**src/rtl/com_parse_pkg.sv**
```systemverilog
// Shared constants and state encoding for the collect-link command parser.
package com_parse_pkg;

  localparam logic [7:0]  HDR0        = 8'h55;
  localparam logic [7:0]  HDR1        = 8'hAA;
  localparam int unsigned PAYLOAD_LEN = 7;
  localparam logic [7:0]  ERR_MAX     = 8'hFF;

  typedef enum logic [2:0] {
    HEAD0,
    HEAD1,
    TYPE,
    DATA,
    CSUM,
    DONE,
    LAST
  } state_t;

endpackage

```
**src/rtl/com_parse_tmo.sv**
```systemverilog
// Inter-byte timeout counter: expire pulses when TIMEOUT enabled cycles elapse without a clear.
module com_parse_tmo #(
  parameter int unsigned TIMEOUT = 1000
) (
  input  logic clk,
  input  logic rst,
  input  logic clr,
  input  logic en,
  output logic expire
);

  logic [15:0] cnt;

  always_ff @(posedge clk) begin
    if (rst || clr) begin
      cnt <= '0;
    end else if (en) begin
      cnt <= cnt + 16'd1;
    end
  end

  assign expire = en && (cnt == 16'(TIMEOUT - 1));

endmodule

```
**src/rtl/com_cmd_parse.sv**
```systemverilog
// Receive-side command parser for the collect link; frames, checks and hands off commands.
// Define COM_CMD_CHECKSUM_EN to add the trailing XOR checksum byte (11-byte frame instead of 10).
module com_cmd_parse
  import com_parse_pkg::*;
#(
  parameter int unsigned TIMEOUT = 1000
) (
  input  logic        clk,
  input  logic        rst,
  input  logic [7:0]  rxd_data,
  input  logic        rxd_vld,
  output logic        fs_com_read,
  input  logic        fd_com_read,
  output logic [3:0]  com_btype,
  output logic [51:0] cache_cmd,
  output logic [7:0]  err_cnt
);

`ifdef COM_CMD_CHECKSUM_EN
  localparam int unsigned SH_W = 52;
`else
  localparam int unsigned SH_W = 44;
`endif

  state_t            state, next_state;
  logic [2:0]        idx;
  logic [SH_W-1:0]   shreg;
  logic [3:0]        btype_buf;
  logic [51:0]       load_cmd;
  logic              frame_err;
  logic              load;
  logic              timed;
  logic              tmo_en;
  logic              tmo_clr;
  logic              expire;
  logic              last_byte;
`ifdef COM_CMD_CHECKSUM_EN
  logic [7:0]        csum;
`endif

  assign timed     = (state == TYPE) || (state == DATA) || (state == CSUM);
  assign tmo_en    = timed && !rxd_vld;
  assign tmo_clr   = rxd_vld || (next_state != state);
  assign last_byte = (idx == 3'(PAYLOAD_LEN - 1));

  // Without a checksum byte the final payload byte is still on rxd_data when loading.
`ifdef COM_CMD_CHECKSUM_EN
  assign load_cmd = shreg;
`else
  assign load_cmd = {shreg, rxd_data};
`endif

  com_parse_tmo #(.TIMEOUT(TIMEOUT)) u_tmo (
    .clk    (clk),
    .rst    (rst),
    .clr    (tmo_clr),
    .en     (tmo_en),
    .expire (expire)
  );

  always_ff @(posedge clk) begin
    if (rst) begin
      state <= HEAD0;
    end else begin
      state <= next_state;
    end
  end

  always_comb begin
    next_state = state;
    frame_err  = 1'b0;
    load       = 1'b0;
    unique case (state)
      HEAD0: begin
        if (rxd_vld && rxd_data == HDR0) next_state = HEAD1;
      end
      HEAD1: begin
        if (rxd_vld) begin
          if (rxd_data == HDR1)      next_state = TYPE;
          else if (rxd_data != HDR0) next_state = HEAD0;
        end
      end
      TYPE: begin
        if (rxd_vld) begin
          if (rxd_data[7:4] != 4'h0) begin
            frame_err  = 1'b1;
            next_state = HEAD0;
          end else begin
            next_state = DATA;
          end
        end else if (expire) begin
          frame_err  = 1'b1;
          next_state = HEAD0;
        end
      end
      DATA: begin
        if (rxd_vld) begin
          if (idx == 3'd0 && rxd_data[7:4] != 4'h0) begin
            frame_err  = 1'b1;
            next_state = HEAD0;
          end else if (last_byte) begin
`ifdef COM_CMD_CHECKSUM_EN
            next_state = CSUM;
`else
            next_state = DONE;
            load       = 1'b1;
`endif
          end
        end else if (expire) begin
          frame_err  = 1'b1;
          next_state = HEAD0;
        end
      end
`ifdef COM_CMD_CHECKSUM_EN
      CSUM: begin
        if (rxd_vld) begin
          if (rxd_data == csum) begin
            next_state = DONE;
            load       = 1'b1;
          end else begin
            frame_err  = 1'b1;
            next_state = HEAD0;
          end
        end else if (expire) begin
          frame_err  = 1'b1;
          next_state = HEAD0;
        end
      end
`endif
      DONE: begin
        frame_err = rxd_vld;
        if (fd_com_read) next_state = LAST;
      end
      LAST: begin
        frame_err = rxd_vld;
        if (!fd_com_read) next_state = HEAD0;
      end
      default: next_state = HEAD0;
    endcase
  end

  always_comb begin
    fs_com_read = (state == DONE);
  end

  always_ff @(posedge clk) begin
    if (rst) begin
      idx       <= '0;
      shreg     <= '0;
      btype_buf <= '0;
      com_btype <= '0;
      cache_cmd <= '0;
      err_cnt   <= '0;
`ifdef COM_CMD_CHECKSUM_EN
      csum      <= '0;
`endif
    end else begin
      if (rxd_vld && state == TYPE) begin
        idx       <= '0;
        btype_buf <= rxd_data[3:0];
`ifdef COM_CMD_CHECKSUM_EN
        csum      <= rxd_data;
`endif
      end
      if (rxd_vld && state == DATA) begin
        shreg <= SH_W'({shreg, rxd_data});
        idx   <= idx + 3'd1;
`ifdef COM_CMD_CHECKSUM_EN
        csum  <= csum ^ rxd_data;
`endif
      end
      if (load) begin
        cache_cmd <= load_cmd;
        com_btype <= btype_buf;
      end
      if (frame_err && err_cnt != ERR_MAX) begin
        err_cnt <= err_cnt + 8'd1;
      end
    end
  end

endmodule

```
**config.mk**
```make
export PLATFORM = sky130hd
export DESIGN_NAME = com_cmd_parse
export DESIGN_NICKNAME = d
export VERILOG_FILES = /design/src/rtl/com_parse_pkg.sv /design/src/rtl/com_parse_tmo.sv /design/src/rtl/com_cmd_parse.sv
export SDC_FILE = /design/constraint.sdc
export NUM_CORES = 1
export LEC_CHECK = 0
export CAP_MARGIN = 10
export CORE_MARGIN = 4
export CORE_UTILIZATION = 48
export CTS_CLUSTER_SIZE = 25
export DETAILED_ROUTE_END_ITERATION = 10
export PLACE_DENSITY = 0.75
export SYNTH_ARGS = -nofsm -noshare
export SYNTH_HDL_FRONTEND = slang
export SYNTH_SLANG_ARGS = --single-unit
```
**constraint.sdc**
```tcl
create_clock -name clk -period 2.1 [get_ports clk]
set_clock_uncertainty 0.05 [all_clocks]
set_input_delay 0.63 -clock clk [delete_from_list [all_inputs] [get_ports clk]]
set_output_delay 0.63 -clock clk [all_outputs]
set_load 0.02 [all_outputs]
```
==> results.json, run 1 <==
{
  "yosysWarningCount": 0,
  "critPathCapture": "err_cnt[3]$_SDFFE_PP0P_",
  "h-tree-depth": 4,
  "cp.arrival_ns": 2.51,
  "die_w_microns": 112,
  "start_util_pct": 49.8,
  "hold_buffers": 0,
  "failed_checks": "negative setup slack",
  "slew_viol_final": 0,
  "r2r-end": "err_cnt[3]$_SDFFE_PP0P_",
  "core_sq_um": 10500,
  "ff2ff_setup_slack_ns": -0.01,
  "grt_start_max_net_pins": 124,
  "ios": 77,
  "yosysTopAreaCell": "dfxtp_1",
  "multi_input_area_sq_um": 2440,
  "post-dp-hpwl_microns": 8730,
  "cts_inserted_buffers": 17,
  "leakage_nw": 2.77,
  "final_cell_mix": "nand2_1 (217), dfxtp_1 (131), a21oi_1 (109)",
  "critPathLaunch": "state[1]$_SDFF_PP0_",
  "dp_slack_ns": -0.503,
  "synth_flop_cell": "dfxtp_1",
  "antenna_found_initial": 0,
  "timing.rr.start": "state[1]$_SDFF_PP0_",
  "gp_congestion": 0.882,
  "syn-instance-count": 652,
  "crit_type": "register to register",
  "row_count": 37,
  "rsz0062_at_grt": "true",
  "dieArea_sq_um": 12600,
  "finalCriticalPeriod_ns": 2.11,
  "cp_max_fo": 10,
  "hold_slack_ns": 0.400,
  "grt_pass1_wl_microns": 22100,
  "setup_slack_ns": -0.0134,
  "synth_edf_count": 0,
  "maxCapViolCount": 0,
  "antenna_cells": 0,
  "worst_r2r_path_depth": 6,
  "io_buffers": 76,
  "placed_area_sq_um": 6410,
  "critPathCaptureType": "register",
  "syn_nets": 669,
  "routed_via_density": 5.29,
  "wl_per_cell_microns": 14.8,
  "min_path_type": "register to register",
  "cp.required_ns": 2.49,
  "synth.area.top_cells": "dfxtp_1 (51%), nand2_1 (16%), a21oi_1 (11%)",
  "wl_microns": 13400,
  "cp.depth": 6,
  "ys_seq_area_share_pct": 51.5,
  "layout-drive-gt1-share_pct": 14.3,
  "cpLargestDelayFamily": "simple AND/OR/NAND/NOR gates",
  "cts.sinks": 134,
  "final_cell_area_sq_um": 7020,
  "cellPowerDensity_nw_per_um2": 796,
  "fin_nets": 772,
  "peakVddDrop_mv": 0.621,
  "cts_root_buf": "clkbuf_8",
  "ys_types": 47,
  "ant_nets": 0,
  "avgSynthCellArea_sq_um": 7.99,
  "final-seq-area_sq_um": 2690,
  "finalPower_mw": 5.59,
  "critPathSlowestCell": "or4_4",
  "die_y_microns": 112,
  "max_slew.worst_pin.slew_ns": 0.644,
  "crit_path_cell_trace": "or3b_4, a211oi_4, and4_4, nor2_4, or4_4, a21oi_2",
  "cts.path.max_buffers": 2,
  "cts_tree": "done",
  "period_share_pct": 101,
  "vias": 4786,
  "outcome": "finished with violations",
  "maxSlewHeadroom_pct": 56.8,
  "grt_pass1_vias": 4726,
  "grt_use_total_pct": 21.1,
  "final_common_cell": "nand2_1",
  "max_freq_ghz": 0.473,
  "fillers": 885,
  "syn_area_sq_um": 5210,
  "async_flop_share_pct": 0,
  "clkTransAtPathRegs_ns": 0.06,
  "timing_hold_violations_final": 0,
  "dr.pass1.iters": 4,
  "max_stage_delay_ns": 0.43,
  "area_delta_synth_final_pct": 34.7,
  "drt-initial-drc-count": 407,
  "clk_latency_ns": 0.51,
  "setup_viol": 1,
  "synth_seq_cells": 134,
  "synth_top_area_share_pct": 51.5,
  "overflow": 0,
  "drc": 0,
  "worst_setup_path_start_kind": "register",
  "crit_buf_inv": 0
}
## timing repair
| action | in CTS | in global routing |
|---|---|---|
| buffers inserted | 1 | 1 |
| pin swaps | 6 | 2 |
| setup endpoints to repair | 70 | 24 |
| resized for setup | 74 | 20 |
## where the power goes
part	total, mW	internal, mW	switching, mW
clock	2.92	1.77	1.15
combinational	0.126	0.0487	0.0777
sequential	2.54	2.54	0.0000337
## worst min-delay path by stage
stage | cells past startpoint | from | slack [ns] | to
2_1_floorplan | 2 | btype_buf[0]$_SDFFE_PP0P_ | 0.38 | com_btype[0]$_SDFFE_PP0P_
3_3_place_gp | 2 | shreg[39]$_SDFFE_PP0P_ | 0.39 | cache_cmd[47]$_SDFFE_PP0P_
3_5_place_dp | 2 | shreg[42]$_SDFFE_PP0P_ | 0.40 | cache_cmd[50]$_SDFFE_PP0P_
4_1_cts | 2 | cache_cmd[45]$_SDFFE_PP0P_ | 0.40 | cache_cmd[45]$_SDFFE_PP0P_
5_1_grt | 2 | cache_cmd[2]$_SDFFE_PP0P_ | 0.41 | cache_cmd[2]$_SDFFE_PP0P_
6_report | 2 | cache_cmd[2]$_SDFFE_PP0P_ | 0.40 | cache_cmd[2]$_SDFFE_PP0P_
## metal layers
| layer | vias to the layer above | track usage [%] | part of all wire [%] |
|---|---|---|---|
| met1 | 2254 | 27.0 | 45 |
| met4 | 0 | 7.21 | 1.7 |
| met3 | 25 | 4.26 | 4.4 |
| li1 | 2380 | - | - |
| met5 | - | 0 | 0 |
| met2 | 127 | 35.7 | 49 |
## synth_stat cells, types with 6 or more instances
cell type and count:
nand4_1 6, nor3_1 12, buf_1 8, and3_1 6, clkbuf_1 29, mux2i_1 6
nor2_1 27, a21oi_1 111, nor2b_1 8, xnor2_1 6, xor2_1 9, dfxtp_1 134
nand3_1 10, o21ai_0 7, nand2_1 217
## sequential cells by signal, summed over array words and instances, names as in the netlist
register and cells:
com_btype 4, err_cnt 8, cache_cmd 52, idx 3, state 3, btype_buf 4, shreg 44, u_tmo.cnt 16
## tightest hold or removal path, stage by stage, from the launching register on
cell and delay, ns:
dfxtp_1 0.30, nand2_1 0.05, a21oi_1 0.05
## through the flow
step                cells  utilization [%]  setup TNS [ns]
finish                904             67.1         -0.0134
global route          904             67.1          -0.350
CTS                   903             66.3         -0.0437
detailed placement    870             61.3          -37.24
global placement      870             61.3          -33.01
floorplan             652                -               0
## cell families (layout without fill, tap and decap cells)
logic type,Yosys count,count (layout),share of synthesized area (%)
and+or+nand+nor,311,311,25.8
adders and majority gates,5,5,1.20
muxes,10,10,2.02
xor gates and xnor gates,15,15,2.52
buffers and inverters,45,161,3.31
DFF,134,134,51.5
AOI/OAI and AO/OA,132,132,13.7
## layout make-up
cell class	instances	area share (%)
clock inverter	12	2.05
multi-input combinational	473	34.8
sequential	134	38.3
clock buffer	20	6.34
inverter	5	0.267
timing repair buffer	124	15.8
tap	136	2.42
(Power assumes the default switching activity.)
==> run 2, diff against run 1 <==
==> constraint.sdc (replaced) <==
create_clock -name clk -period 2.1 [get_ports clk]
set_clock_uncertainty 0.05 [all_clocks]
set_input_delay 0.525 -clock clk [delete_from_list [all_inputs] [get_ports clk]]
set_output_delay 0.525 -clock clk [all_outputs]
set_load 0.02 [all_outputs]
==> results.json, run 2 (synthesized netlist as in run 1, its figures left out) <==
{
  "ant_nets": 0,
  "maxCapViolCount": 0,
  "grt_start_max_net_pins": 101,
  "cts_root_buf": "clkbuf_8",
  "io_buffers": 76,
  "ff2ff_setup_slack_ns": 0.04,
  "leakage_nw": 2.73,
  "antenna_found_initial": 0,
  "gp_congestion": 0.814,
  "max_slew.worst_pin.slew_ns": 0.596,
  "hold_buffers": 0,
  "grt_pass1_wl_microns": 22300,
  "final_cell_mix": "nand2_1 (217), dfxtp_1 (131), a21oi_1 (110)",
  "min_path_type": "register to register",
  "drc": 0,
  "maxSlewHeadroom_pct": 60.0,
  "core_sq_um": 10500,
  "hold_slack_ns": 0.405,
  "fin_nets": 782,
  "grt_use_total_pct": 21.3,
  "rsz0062_at_grt": "true",
  "cts_inserted_buffers": 17,
  "critPathSlowestCell": "dfxtp_2",
  "overflow": 0,
  "cts.path.max_buffers": 2,
  "cpMostUsedCell": "buf_6",
  "die_y_microns": 112,
  "row_count": 37,
  "cellPowerDensity_nw_per_um2": 764,
  "max_stage_delay_ns": 0.36,
  "critPathCaptureType": "output port",
  "post-dp-hpwl_microns": 8920,
  "worst_setup_path_start_kind": "register",
  "ios": 77,
  "crit_buf_inv": 2,
  "setup_viol": 0,
  "cts_tree": "done",
  "max_freq_ghz": 0.482,
  "largestRegisters": "cache_cmd (52), shreg (44), u_tmo.cnt (16)",
  "cpLargestDelayFamily": "simple AND/OR/NAND/NOR gates",
  "antenna_cells": 0,
  "period_share_pct": 98.8,
  "dr.pass1.iters": 5,
  "cts.sinks": 134,
  "slew_viol_final": 0,
  "grt_pass1_vias": 4753,
  "vias": 4935,
  "drt-initial-drc-count": 296,
  "setup_slack_ns": 0.0245,
  "die_w_microns": 112,
  "regMostFlops": "cache_cmd",
  "finalCriticalPeriod_ns": 2.08,
  "cp.arrival_ns": 1.50,
  "final_common_cell": "nand2_1",
  "wl_microns": 13500,
  "clk_latency_ns": 0.52,
  "largest_reg_flops": 52,
  "start_util_pct": 49.8,
  "crit_type": "register to output port",
  "crit_path_cell_trace": "buf_6, and2b_2, and2_4, buf_6",
  "dieArea_sq_um": 12600,
  "placed_area_sq_um": 6490,
  "routed_via_density": 5.40,
  "tns_ns": 0,
  "timing_hold_violations_final": 0,
  "peakVddDrop_mv": 0.433,
  "cp_max_fo": 4,
  "finalPower_mw": 5.46,
  "h-tree-depth": 4,
  "cp.required_ns": 1.52,
  "area_delta_synth_final_pct": 37.2,
  "outcome": "complete, no violations",
  "dp_slack_ns": -0.556,
  "fillers": 851,
  "layout-drive-gt1-share_pct": 15.4,
  "final_cell_area_sq_um": 7150,
  "wl_per_cell_microns": 14.8,
  "clkTransAtPathRegs_ns": 0.06
}
## run 2: cell types whose count changed in the layout (fill, tap and decap cells not counted), sizes merged
cell,delta
clkbuf,-2
dlymetal6s2s,+9
bufinv,-1
dlygate4sd2,-56
inv,+4
buf,+10
clkinvlp,-3
clkdlybuf4s50,+47
clkinv,+2
## run 2: report_power, final
part	internal [mW]	leakage, nW	total [mW]	switching, mW
Sequential	2.54	1.08	2.54	0.0000218
Combinational	0.0487	1.37	0.127	0.0787
Clock	1.60	0.271	2.79	1.19
## run 2: stage by stage
step | instances | utilization (%)
floorplan | 652 | -
global placement | 881 | 62.0
detailed placement | 881 | 62.0
CTS | 912 | 67.6
global route | 914 | 68.3
finish | 914 | 68.3
## run 2: worst paths after layout
check	startpoint	to	depth (start not counted)
worst max-delay path	state[1]$_SDFF_PP0_	fs_com_read	4
worst min-delay path	cache_cmd[45]$_SDFFE_PP0P_	cache_cmd[45]$_SDFFE_PP0P_	2
worst max register to register	state[0]$_SDFF_PP0_	err_cnt[7]$_SDFFE_PP0P_	6
worst min register to register	cache_cmd[45]$_SDFFE_PP0P_	cache_cmd[45]$_SDFFE_PP0P_	2
## run 2: layer usage
layer  track usage (%)  share of wire (%)  up-vias
met5                 0                  0        -
li1                  -                  -     2399
met3              5.82                6.7       36
met1              27.0                 43     2341
met4              8.01                2.3        0
met2              34.8                 48      159
## run 2: final cells by class
| type | count | area, sq um | area share (%) |
|---|---|---|---|
| multi-input combinational | 473 | 2440 | 34.1 |
| sequential | 134 | 2690 | 37.6 |
| timing repair buffer | 134 | 1280 | 17.9 |
| inverter | 5 | 18.8 | 0.262 |
| tap | 136 | 170 | 2.38 |
| clock buffer | 18 | 418 | 5.84 |
| clock inverter | 14 | 139 | 1.94 |
## run 2: worst register-to-register path, delay by kind of cell, from the launching register on
kind	cells	cell delay (ns)
flip-flops	1	0.32
AND/OR/NAND/NOR	4	1.26
AO/OA/AOI/OAI	2	0.36
## run 2: repair_timing
item,in CTS,in global routing
setup buffers,1,2
setup endpoints to repair,23,35
pin swaps,6,1
gates cloned,0,0
hold endpoints to repair,0,0
resized for setup,28,18
